--- src/rtl/sdram_arbiter.sv ---
// rtl/sdram_arbiter.sv - two-master (instruction/data) arbiter onto one 32-bit SDRAM bridge port
// Optional ARB_ROUND_ROBIN_EN: ties alternate between masters; otherwise D always wins ties.
module sdram_arbiter #(
  parameter int ADDR_WIDTH = 32
) (
  input  logic                  clk,
  input  logic                  rst_n,
  input  logic                  i_cs,
  input  logic [ADDR_WIDTH-1:0] i_addr,
  input  logic [31:0]           i_wdata,
  input  logic                  i_wr_en,
  input  logic [3:0]            i_bytesel,
  output logic [31:0]           i_rdata,
  output logic                  i_compl,
  input  logic                  d_cs,
  input  logic [ADDR_WIDTH-1:0] d_addr,
  input  logic [31:0]           d_wdata,
  input  logic                  d_wr_en,
  input  logic [3:0]            d_bytesel,
  output logic [31:0]           d_rdata,
  output logic                  d_compl,
  output logic                  m_cs,
  output logic [ADDR_WIDTH-1:0] m_addr,
  output logic [31:0]           m_wdata,
  output logic                  m_wr_en,
  output logic [3:0]            m_bytesel,
  input  logic [31:0]           m_rdata,
  input  logic                  m_compl
);

  typedef enum logic [1:0] {IDLE, GRANT_I, GRANT_D, RELEASE} state_t;

  state_t r_state;
  state_t w_next;
  logic   w_i_req;
  logic   w_d_req;
  logic   w_pick_i;
  logic   w_grant_i;
  logic   w_grant_d;
  logic   w_done_i;
  logic   w_done_d;

  assign w_i_req = i_cs && (|i_bytesel);
  assign w_d_req = d_cs && (|d_bytesel);

`ifdef ARB_ROUND_ROBIN_EN
  logic r_last_d;

  // On a tie, favour whichever master did not win the previous grant.
  assign w_pick_i = w_i_req && (!w_d_req || r_last_d);

  always_ff @(posedge clk or negedge rst_n) begin
    if (!rst_n) begin
      r_last_d <= 1'b1;
    end else if (w_grant_i || w_grant_d) begin
      r_last_d <= w_grant_d;
    end
  end
`else
  assign w_pick_i = w_i_req && !w_d_req;
`endif

  always_ff @(posedge clk or negedge rst_n) begin
    if (!rst_n) begin
      r_state <= IDLE;
    end else begin
      r_state <= w_next;
    end
  end

  always_comb begin
    w_next    = r_state;
    w_grant_i = 1'b0;
    w_grant_d = 1'b0;
    w_done_i  = 1'b0;
    w_done_d  = 1'b0;
    case (r_state)
      IDLE: begin
        if (w_pick_i) begin
          w_next    = GRANT_I;
          w_grant_i = 1'b1;
        end else if (w_d_req) begin
          w_next    = GRANT_D;
          w_grant_d = 1'b1;
        end
      end
      GRANT_I: begin
        if (m_compl) begin
          w_next   = RELEASE;
          w_done_i = 1'b1;
        end
      end
      GRANT_D: begin
        if (m_compl) begin
          w_next   = RELEASE;
          w_done_d = 1'b1;
        end
      end
      RELEASE: w_next = IDLE;
      default: w_next = IDLE;
    endcase
  end

  // Request fields are latched at grant and held; release drops cs/bytesel so the bridge idles cleanly.
  always_ff @(posedge clk or negedge rst_n) begin
    if (!rst_n) begin
      m_cs      <= 1'b0;
      m_addr    <= '0;
      m_wdata   <= '0;
      m_wr_en   <= 1'b0;
      m_bytesel <= 4'b0000;
      i_compl   <= 1'b0;
      d_compl   <= 1'b0;
      i_rdata   <= '0;
      d_rdata   <= '0;
    end else begin
      i_compl <= w_done_i;
      d_compl <= w_done_d;
      if (w_grant_i) begin
        m_cs      <= 1'b1;
        m_addr    <= i_addr;
        m_wdata   <= i_wdata;
        m_wr_en   <= i_wr_en;
        m_bytesel <= i_bytesel;
      end else if (w_grant_d) begin
        m_cs      <= 1'b1;
        m_addr    <= d_addr;
        m_wdata   <= d_wdata;
        m_wr_en   <= d_wr_en;
        m_bytesel <= d_bytesel;
      end else if (w_done_i || w_done_d) begin
        m_cs      <= 1'b0;
        m_bytesel <= 4'b0000;
      end
      if (w_done_i && !m_wr_en) begin
        i_rdata <= m_rdata;
      end
      if (w_done_d && !m_wr_en) begin
        d_rdata <= m_rdata;
      end
    end
  end

endmodule

--- config.mk ---
export PLATFORM = sky130hd
export DESIGN_NAME = sdram_arbiter
export DESIGN_NICKNAME = d
export VERILOG_FILES = /design/src/rtl/sdram_arbiter.sv
export SDC_FILE = /design/constraint.sdc
export NUM_CORES = 1
export LEC_CHECK = 0
export CORE_UTILIZATION = 44
export DETAILED_ROUTE_END_ITERATION = 16
export PLACE_DENSITY = 0.84
export SYNTH_ARGS = -nofsm -noshare
export SYNTH_HDL_FRONTEND = slang
export SYNTH_SLANG_ARGS = --single-unit
--- constraint.sdc ---
create_clock -name clk -period 2.95 [get_ports clk]
set_input_delay 0.7375 -clock clk [delete_from_list [all_inputs] [get_ports clk]]
set_output_delay 0.7375 -clock clk [all_outputs]
set_load 0.03 [all_outputs]
==> impl_metrics.py, run 1 <==
metrics = {
    "status": {
        "status": "completed",
    },
    "final_layout": {
        "final_util_pct": 73.3,
        "multiInputGateArea_sq_um": 2500,
        "final_common_cell": "clkdlybuf4s50_1",
        "antenna_cells": 0,
        "fin_nets": 1030,
        "final_cell_mix": "clkdlybuf4s50_1 (309), dfrtp_1 (138), nand2_1 (77), inv_1 (69), nand3_1 (65)",
        "fillers": 926,
        "seqCellArea_sq_um": 3450,
        "drive_gt1_share_pct": 19.0,
        "syn2layout_area_growth_pct": 60.8,
    },
    "clocking": {
        "cts-hold-fix-buffers": 0,
        "path_clk_slew_ps": 60,
        "root_buffer": "clkbuf_16",
        "cts_tree": "yes",
        "ctsResizeCount": 0,
        "numClockSinks": 138,
        "clock_path_buffers": 2,
        "htree_levels": 4,
        "clk_latency_ps": 410,
        "cts_buffers": 17,
        "cts_setup_buffers": 0,
    },
    "worst_setup_path": {
        "start_kind": "input port",
        "cp-end-kind": "flop",
        "cp.required_ps": 3190,
        "crit_path_cell_trace": "clkdlybuf4s50_1 -> o41a_2 -> o21a_4 -> o221ai_1",
        "critPathTopFamily": "compound AO/OA/AOI/OAI gates",
        "slowest_delay_ps": 860,
        "crit_fanout": 65,
        "arrival_ps": 2670,
        "slowest_stage": "o21a_4",
        "crit_type": "in -> reg",
        "crit_buf_inv": 1,
    },
    "placed_design": {
        "io_buffers": 310,
        "place_congestion": 0.814,
        "place_hpwl_mm": 13.6,
    },
    "die": {
        "die_w_microns": 123,
        "initial_core_util_pct": 45.6,
        "die_area_sq_um": 15000,
        "io-pin-count": 311,
        "die_h_microns": 123,
        "core-area_sq_um": 14000,
        "num_rows": 43,
    },
    "routing": {
        "finalWirelength_mm": 18.6,
        "vias_per_cell": 5.22,
        "first_iter_violations": 288,
        "wire_per_inst_microns": 17.8,
        "ant_nets": 0,
        "via_count": 5443,
        "firstDrtPassIters": 4,
        "route.detailed.drc": 0,
    },
    "synthesis": {
        "yosys.cell_types.count": 24,
        "synth_warnings": 0,
        "syn_inst": 550,
        "synth_nets": 729,
        "avgSynthCellArea_sq_um": 11.6,
        "synth.yosys.seq_area_share_pct": 53.9,
        "synth_seq_cells": 138,
        "netlist_area_sq_um": 6400,
    },
    "global_route": {
        "grt_pass1_vias": 5570,
        "overflow": 0,
        "grt_use_total_pct": 25.0,
        "antenna_found_initial": 0,
        "grt_pass1_wl_mm": 28.2,
        "grt_max_degree": 71,
    },
    "sta": {
        "hold_ws_ps": 280,
        "finalSetupViolCount": 0,
        "clock.fmax_mhz": 412,
        "tns_ps": 0,
        "hold_violations": 0,
        "worst_slew_pin_slew_ps": 1080,
        "fin_crit_sh_pct": 82.2,
        "slew_violations": 0,
        "max_slew_margin_pct": 28.0,
        "skew_ps": 6.51,
        "rsz0062_at_grt": "false",
        "post-route-min-period_ps": 2420,
    },
    "worst_hold_path": {
        "holdCritPathClass": "in -> async",
    },
    "pwr": {
        "leakagePower_uw": 0.00424,
        "power.density_nw_per_um2": 1160,
        "peakVddDrop_mv": 0.792,
    },
    "job": {
        "maxCapViolations": 0,
    },
}
-- logic make-up after synthesis --
| group | Yosys count | synth area share, % |
|---|---|---|
| AO/OA/AOI/OAI | 82 | 16.0 |
| adder cells (fa/ha/maj) | 4 | 0.782 |
| buffers and inverters | 112 | 7.52 |
| flip-flops | 138 | 53.9 |
| multiplexers | 66 | 11.6 |
| AND/OR/NAND/NOR | 148 | 10.1 |
-- synth_stat cells --
library cell  instances  area, sq um
a31oi_1               2         12.5
a32o_1                4         40.0
and2_1                2         12.5
buf_1                 7         26.3
buf_2                 7         35.0
buf_6                 7         78.8
clkbuf_1             22         82.6
dfrtp_1             138         3450
ha_1                  4         50.1
inv_1                69          259
mux2_2               64          721
mux2_4                1         15.0
mux2i_1               1         10.0
nand2_1              78          293
nand3_1              65          325
nor2_1                1         3.75
nor2b_1               2         12.5
o21a_1                1         7.51
o21ai_0               6         30.0
o221ai_1             15          131
o221ai_2             50          751
o32a_4                1         22.5
o41a_1                2         22.5
o41ai_1               1         8.76
-- power breakdown --
group / internal (uW) / switching, uW
Sequential: 2840 / 531
Clock: 1260 / 783
Combinational: 2950 / 3620
-- per-stage QoR --
| step | instances | total power, uW | setup WS (ps) | cell area [sq um] |
|---|---|---|---|---|
| global route | 1043 | 12600 | 415 | 10300 |
| CTS | 1043 | 12100 | 546 | 10300 |
| global placement | 1012 | 9780 | 189 | 9730 |
| floorplan | 550 | 7290 | 896 | 6400 |
| finish | 1043 | 12000 | 525 | 10300 |
| detailed placement | 1012 | 9980 | 103 | 9730 |
-- sequential cells by signal (all words and copies together), names as in the netlist --
signal and count:
i_rdata 32, d_rdata 32, m_bytesel 4, m_cs 1
m_wr_en 1, m_addr 32, d_compl 1, i_compl 1
m_wdata 32, r_state 2
-- final timing paths --
kind	startpoint	endpoint	slack, ps	depth (start not counted)
max	d_cs	m_wdata[9]	530	4
max in group asynchronous	rst_n	m_addr[14]	1920	2
min in group clk	m_cs	m_cs	490	2
max reg2reg	r_state[0]	m_wdata[9]	650	4
min	rst_n	m_wdata[14]	280	1
min reg2reg	m_cs	m_cs	490	2
-- final cells by class --
class	instances	share of cell area [%]
clock inverters	10	1.15
multi-input cells	300	24.3
clock buffers	21	4.37
inverters	69	2.52
flip-flops and latches	138	33.5
repair buffers	325	32.0
well taps	180	2.19
-- routing by layer --
layer,up-vias,routed length (microns),track usage [%]
met4,0,470,10.4
met2,255,9490,42.8
li1,2534,-,-
met1,2619,7130,29.1
met3,35,1480,7.16
met5,-,0,0
Note: power is estimated with default switching activity, not from simulation.
==> run 2, diff against run 1 <==
Settings changed: CORE_UTILIZATION 44 to 41, PLACE_DENSITY 0.84 to 0.79.
Clock period 2.95 ns to 2.4 ns, I/O delays scaled along.
==> run 2 against run 1 <==
  * Sequential power is 22% higher
  * Die area grew 7.2%
  * Design area is 1.7% higher
  * Via count grew 0.48%
  * Clock skew is essentially flat
  * Clock power is 29% higher
  * Non-clock buffer count is 13 higher
  * Worst hold slack got worse by 190 ps
  * Critical path depth down 3
  * Global-route usage is 1.3 points lower
  * First-iteration DRC count is 28% lower
  * Critical endpoint is now m_wr_en
==> impl_metrics.py, run 2 (synthesized netlist as in run 1, its figures left out) <==
metrics = {
    "placed_design": {
        "dp_cells": 1033,
        "place_hpwl_mm": 14.0,
        "pre_cts_ws_ps": -34.9,
        "place_congestion": 0.880,
        "detailed_place.area_sq_um": 9870,
        "io_buffers": 310,
    },
    "pwr": {
        "power_switching_uw": 6100,
        "leakagePower_uw": 0.00433,
        "seqPwrFrac_pct": 27.5,
        "power_frac_comb_pct": 54.8,
        "p_sw_share_pct": 40.8,
        "fin_total_pwr_uw": 14900,
        "power.density_nw_per_um2": 1430,
        "power_frac_clock_pct": 17.7,
        "peakVddDrop_mv": 0.686,
        "intPower_uw": 8840,
    },
    "die": {
        "num_rows": 45,
        "die_w_microns": 127,
        "die_h_microns": 127,
        "core-area_sq_um": 15200,
        "initial_core_util_pct": 42.1,
        "io-pin-count": 311,
        "die_area_sq_um": 16100,
    },
    "final_layout": {
        "drive_gt1_share_pct": 20.4,
        "fillers": 1089,
        "fin_nets": 1043,
        "final_common_cell": "clkdlybuf4s50_1",
        "final_cell_area_sq_um": 10500,
        "antenna_cells": 0,
        "syn2layout_area_growth_pct": 63.5,
        "final_cell_mix": "clkdlybuf4s50_1 (309), dfrtp_1 (138), nand2_1 (77), inv_1 (69), nand3_1 (65)",
        "finalNonFillerCells": 1065,
    },
    "global_route": {
        "grt_max_degree": 81,
        "grt_pass1_wl_mm": 29.2,
        "overflow": 0,
        "grt_pass1_vias": 5793,
        "grt_use_total_pct": 23.6,
        "antenna_found_initial": 0,
    },
    "worst_setup_path": {
        "crit_fanout": 3,
        "cp.required_ps": 1800,
        "start_kind": "flop",
        "crit_path_cell_trace": "clkdlybuf4s50_1",
        "slowest_stage": "clkdlybuf4s50_1",
        "critPathTopFamily": "buffers and inverters",
        "slowest_delay_ps": 740,
        "cp-end-kind": "primary output",
        "arrival_ps": 1570,
        "crit_buf_inv": 1,
        "crit_type": "reg -> out",
    },
    "worst_hold_path": {
        "holdCritPathClass": "in -> async",
    },
    "routing": {
        "first_iter_violations": 206,
        "ant_nets": 0,
        "wire_per_inst_microns": 17.5,
        "firstDrtPassIters": 4,
        "via_count": 5469,
        "finalWirelength_mm": 18.6,
        "route.detailed.drc": 0,
        "vias_per_cell": 5.14,
    },
    "clocking": {
        "htree_levels": 4,
        "cts-hold-fix-buffers": 0,
        "path_clk_slew_ps": 60,
        "clock_path_buffers": 2,
        "root_buffer": "clkbuf_16",
        "cts_buffers": 17,
        "ctsResizeCount": 0,
        "clk_latency_ps": 410,
        "cts_tree": "yes",
        "cts_setup_buffers": 0,
        "numClockSinks": 138,
    },
    "status": {
        "status": "completed",
    },
    "sta": {
        "fin_crit_sh_pct": 90.6,
        "max_slew_margin_pct": 49.5,
        "finalSetupViolCount": 0,
        "skew_ps": 6.72,
        "tns_ps": 0,
        "worst_slew_pin_slew_ps": 757,
        "hold_violations": 0,
        "clock.fmax_mhz": 460,
        "slew_violations": 0,
        "rsz0062_at_grt": "false",
        "fin_ws_ps": 226,
        "post-route-min-period_ps": 2170,
    },
    "job": {
        "maxCapViolations": 0,
    },
}
-- run 2: changes by cell type in the layout (fill, tap and decap cells not counted) --
cell,previous run,this run
bufinv_16,2,3
clkinv_4,1,4
buf_4,9,19
clkinvlp_4,3,2
clkbuf_8,1,0
buf_12,6,9
clkbuf_1,3,2
-- run 2: final cells by class --
cell class              instances  area [sq um]  area share, %
flip-flops and latches        138          3450           33.0
multi-input cells             300          2500           23.8
clock buffers                  19           433           4.13
well taps                     188           235           2.25
clock inverters                13           168           1.60
inverters                      69           259           2.47
repair buffers                338          3430           32.7
-- run 2: power by group through the flow --
stage / registers, uW / logic, uW / clock network [uW]
global route: 4240 / 8660 / 2790
CTS: 4120 / 8260 / 2690
finish: 4110 / 8190 / 2640
floorplan: 6290 / 2670 / 0
global placement: 4080 / 8060 / 0
detailed placement: 4140 / 8230 / 0
-- run 2: through the flow --
step / hold WS, ps / util, %
after floorplan: 304 / -
after global placement: 479 / 64.9
after detailed placement: 477 / 64.9
after CTS: 88.1 / 68.9
after global routing: 106 / 68.9
final: 85.3 / 68.9
-- run 2: path summary, 6_finish.rpt --
| path | from | endpoint | slack, ps | depth (start not counted) |
|---|---|---|---|---|
| max | m_wr_en | m_wr_en | 230 | 1 |
| min in group clk | m_cs | m_cs | 490 | 2 |
| max in group asynchronous | rst_n | d_rdata[18] | 1690 | 2 |
| max reg2reg | r_state[0] | m_bytesel[2] | 550 | 6 |
| min | rst_n | m_wdata[15] | 90 | 1 |
| min reg2reg | m_cs | m_cs | 490 | 2 |
-- run 2: metal layers --
metal / part of all wire (%) / vias up / track usage (%) / wire, microns
met1: 38 / 2632 / 25.9 / 7000
li1: - / 2565 / - / -
met3: 8.2 / 31 / 7.29 / 1530
met2: 52 / 241 / 42.5 / 9620
met4: 2.4 / 0 / 9.80 / 450
met5: 0 / - / 0 / 0
==> run 3, diff against run 2 <==
Settings changed: CORE_MARGIN from default to 4, HOLD_SLACK_MARGIN from default to 0.15.
==> run 3 against run 2 <==
  * Cell count is 1.6% higher
  * Setup slack better by 47 ps
  * Wire length up 6.3%
  * Clock skew decreased by 0.64 ps
  * Maximum frequency grew 2.2%
  * Global-route usage is 1.3 points lower
  * Worst hold slack improved by 62 ps
  * Count of clock-buffer cells in the layout did not move
  * Die area increased by 9.7%
  * Design area grew 0.41%
  * Sequential power about the same
  * Largest cell class unchanged
==> impl_metrics.py, run 3 (synthesized netlist as in run 1, its figures left out) <==
metrics = {
    "status": {
        "status": "completed",
    },
    "worst_setup_path": {
        "r2r_slack_ps": 770,
        "crit_fanout": 2,
        "rr_startpoint": "r_state[0]",
        "cp-end-kind": "primary output",
        "arrival_ps": 1530,
        "slowest_stage": "clkdlybuf4s50_1",
        "slowest_delay_ps": 770,
        "r2r_end": "r_state[1]",
        "crit_type": "reg -> out",
        "crit_path_cell_trace": "clkdlybuf4s50_1",
        "cp.required_ps": 1800,
        "start_kind": "flop",
        "crit_buf_inv": 1,
        "critPathTopFamily": "buffers and inverters",
        "reg2reg_depth": 5,
    },
    "die": {
        "num_rows": 45,
        "initial_core_util_pct": 42.0,
        "io-pin-count": 311,
        "core-area_sq_um": 15300,
        "die_area_sq_um": 17700,
        "die_w_microns": 133,
        "die_h_microns": 133,
    },
    "job": {
        "maxCapViolations": 0,
    },
    "routing": {
        "ant_nets": 0,
        "vias_per_cell": 5.08,
        "wire_per_inst_microns": 18.3,
        "first_iter_violations": 159,
        "firstDrtPassIters": 4,
        "via_count": 5493,
        "route.detailed.drc": 0,
        "finalWirelength_mm": 19.8,
    },
    "placed_design": {
        "place_hpwl_mm": 15.0,
        "io_buffers": 310,
        "dp_cells": 1050,
        "detailed_place.area_sq_um": 9860,
        "place_congestion": 0.842,
    },
    "global_route": {
        "grt_pass1_vias": 5721,
        "overflow": 0,
        "grt_use_total_pct": 22.4,
        "grt_max_degree": 97,
        "grt_pass1_wl_mm": 31.1,
        "antenna_found_initial": 0,
    },
    "clocking": {
        "htree_levels": 4,
        "clk_latency_ps": 410,
        "cts-hold-fix-buffers": 0,
        "root_buffer": "clkbuf_16",
        "clock_path_buffers": 2,
        "cts_setup_buffers": 0,
        "ctsResizeCount": 0,
        "cts_tree": "yes",
        "cts_buffers": 17,
        "path_clk_slew_ps": 60,
        "numClockSinks": 138,
    },
    "sta": {
        "rsz0062_at_grt": "false",
        "fin_crit_sh_pct": 88.6,
        "max_slew_margin_pct": 53.4,
        "finalSetupViolCount": 0,
        "post-route-min-period_ps": 2130,
        "skew_ps": 6.08,
        "worst_slew_pin_slew_ps": 691,
        "clock.fmax_mhz": 470,
        "slew_violations": 0,
        "hold_violations": 0,
    },
    "pwr": {
        "power.density_nw_per_um2": 1450,
        "power_frac_clock_pct": 19.0,
        "seqPwrFrac_pct": 27.1,
        "p_sw_share_pct": 40.3,
        "power_switching_uw": 6120,
        "peakVddDrop_mv": 0.613,
        "leakagePower_uw": 0.00433,
        "intPower_uw": 9080,
        "power_frac_comb_pct": 53.9,
    },
    "final_layout": {
        "finalNonFillerCells": 1082,
        "syn2layout_area_growth_pct": 64.2,
        "antenna_cells": 0,
        "final_cell_mix": "clkdlybuf4s50_1 (309), dfrtp_1 (138), nand2_1 (77), inv_1 (69), nand3_1 (65)",
        "drive_gt1_share_pct": 20.0,
        "final_cell_area_sq_um": 10500,
        "final_util_pct": 68.9,
        "fin_nets": 1037,
        "final_common_cell": "clkdlybuf4s50_1",
    },
    "worst_hold_path": {
        "holdCritPathClass": "in -> async",
    },
}
-- run 3: cell types whose count changed in the layout (fill, tap and decap cells not counted), sizes merged --
cell    change
buf         -6
bufinv      +2
clkinv      -2
-- run 3: layout make-up --
type	count	area, sq um
Clock inverter	13	216
Inverter	69	259
Tap cell	211	264
Timing Repair Buffer	332	3380
Sequential cell	138	3450
Fill cell	1121	4740
Clock buffer	19	443
Multi-Input combinational cell	300	2500
-- run 3: metal layers --
metal  GRT usage, %  vias up  routed length (microns)
li1               -     2556                        -
met1           25.6     2661                     7520
met2           38.5      240                    10000
met3           7.79       36                     1710
met4           8.49        0                      534
met5              0        -                        0
-- run 3: power by group through the flow --
stage	logic, uW	registers [uW]	clock network [uW]
after global routing	8710	4260	3050
final	8200	4120	2880
after floorplan	2670	6290	0
after detailed placement	8260	4150	0
after global placement	8120	4060	0
after CTS	8300	4130	2940
-- run 3: through the flow --
stage	setup slack, ps	hold WS [ps]	total power, uW	setup TNS, ps
3_5_place_dp	-44.6	471	12400	-85.1
2_1_floorplan	484	304	8960	0
4_1_cts	237	164	15400	0
5_1_grt	224	176	16000	0
6_report	274	147	15200	0
3_3_place_gp	-7.72	468	12200	-7.72
-- run 3: worst max path at each step --
stage,startpoint,end,slack (ps),depth (start not counted)
finish,m_bytesel[2],m_bytesel[2],270,1
global route,m_bytesel[2],m_bytesel[2],220,1
CTS,m_bytesel[2],m_bytesel[2],240,1
detailed placement,d_bytesel[0],r_state[1],-40,4
global placement,d_bytesel[0],r_state[1],-8,4
floorplan,d_bytesel[0],r_state[1],480,4
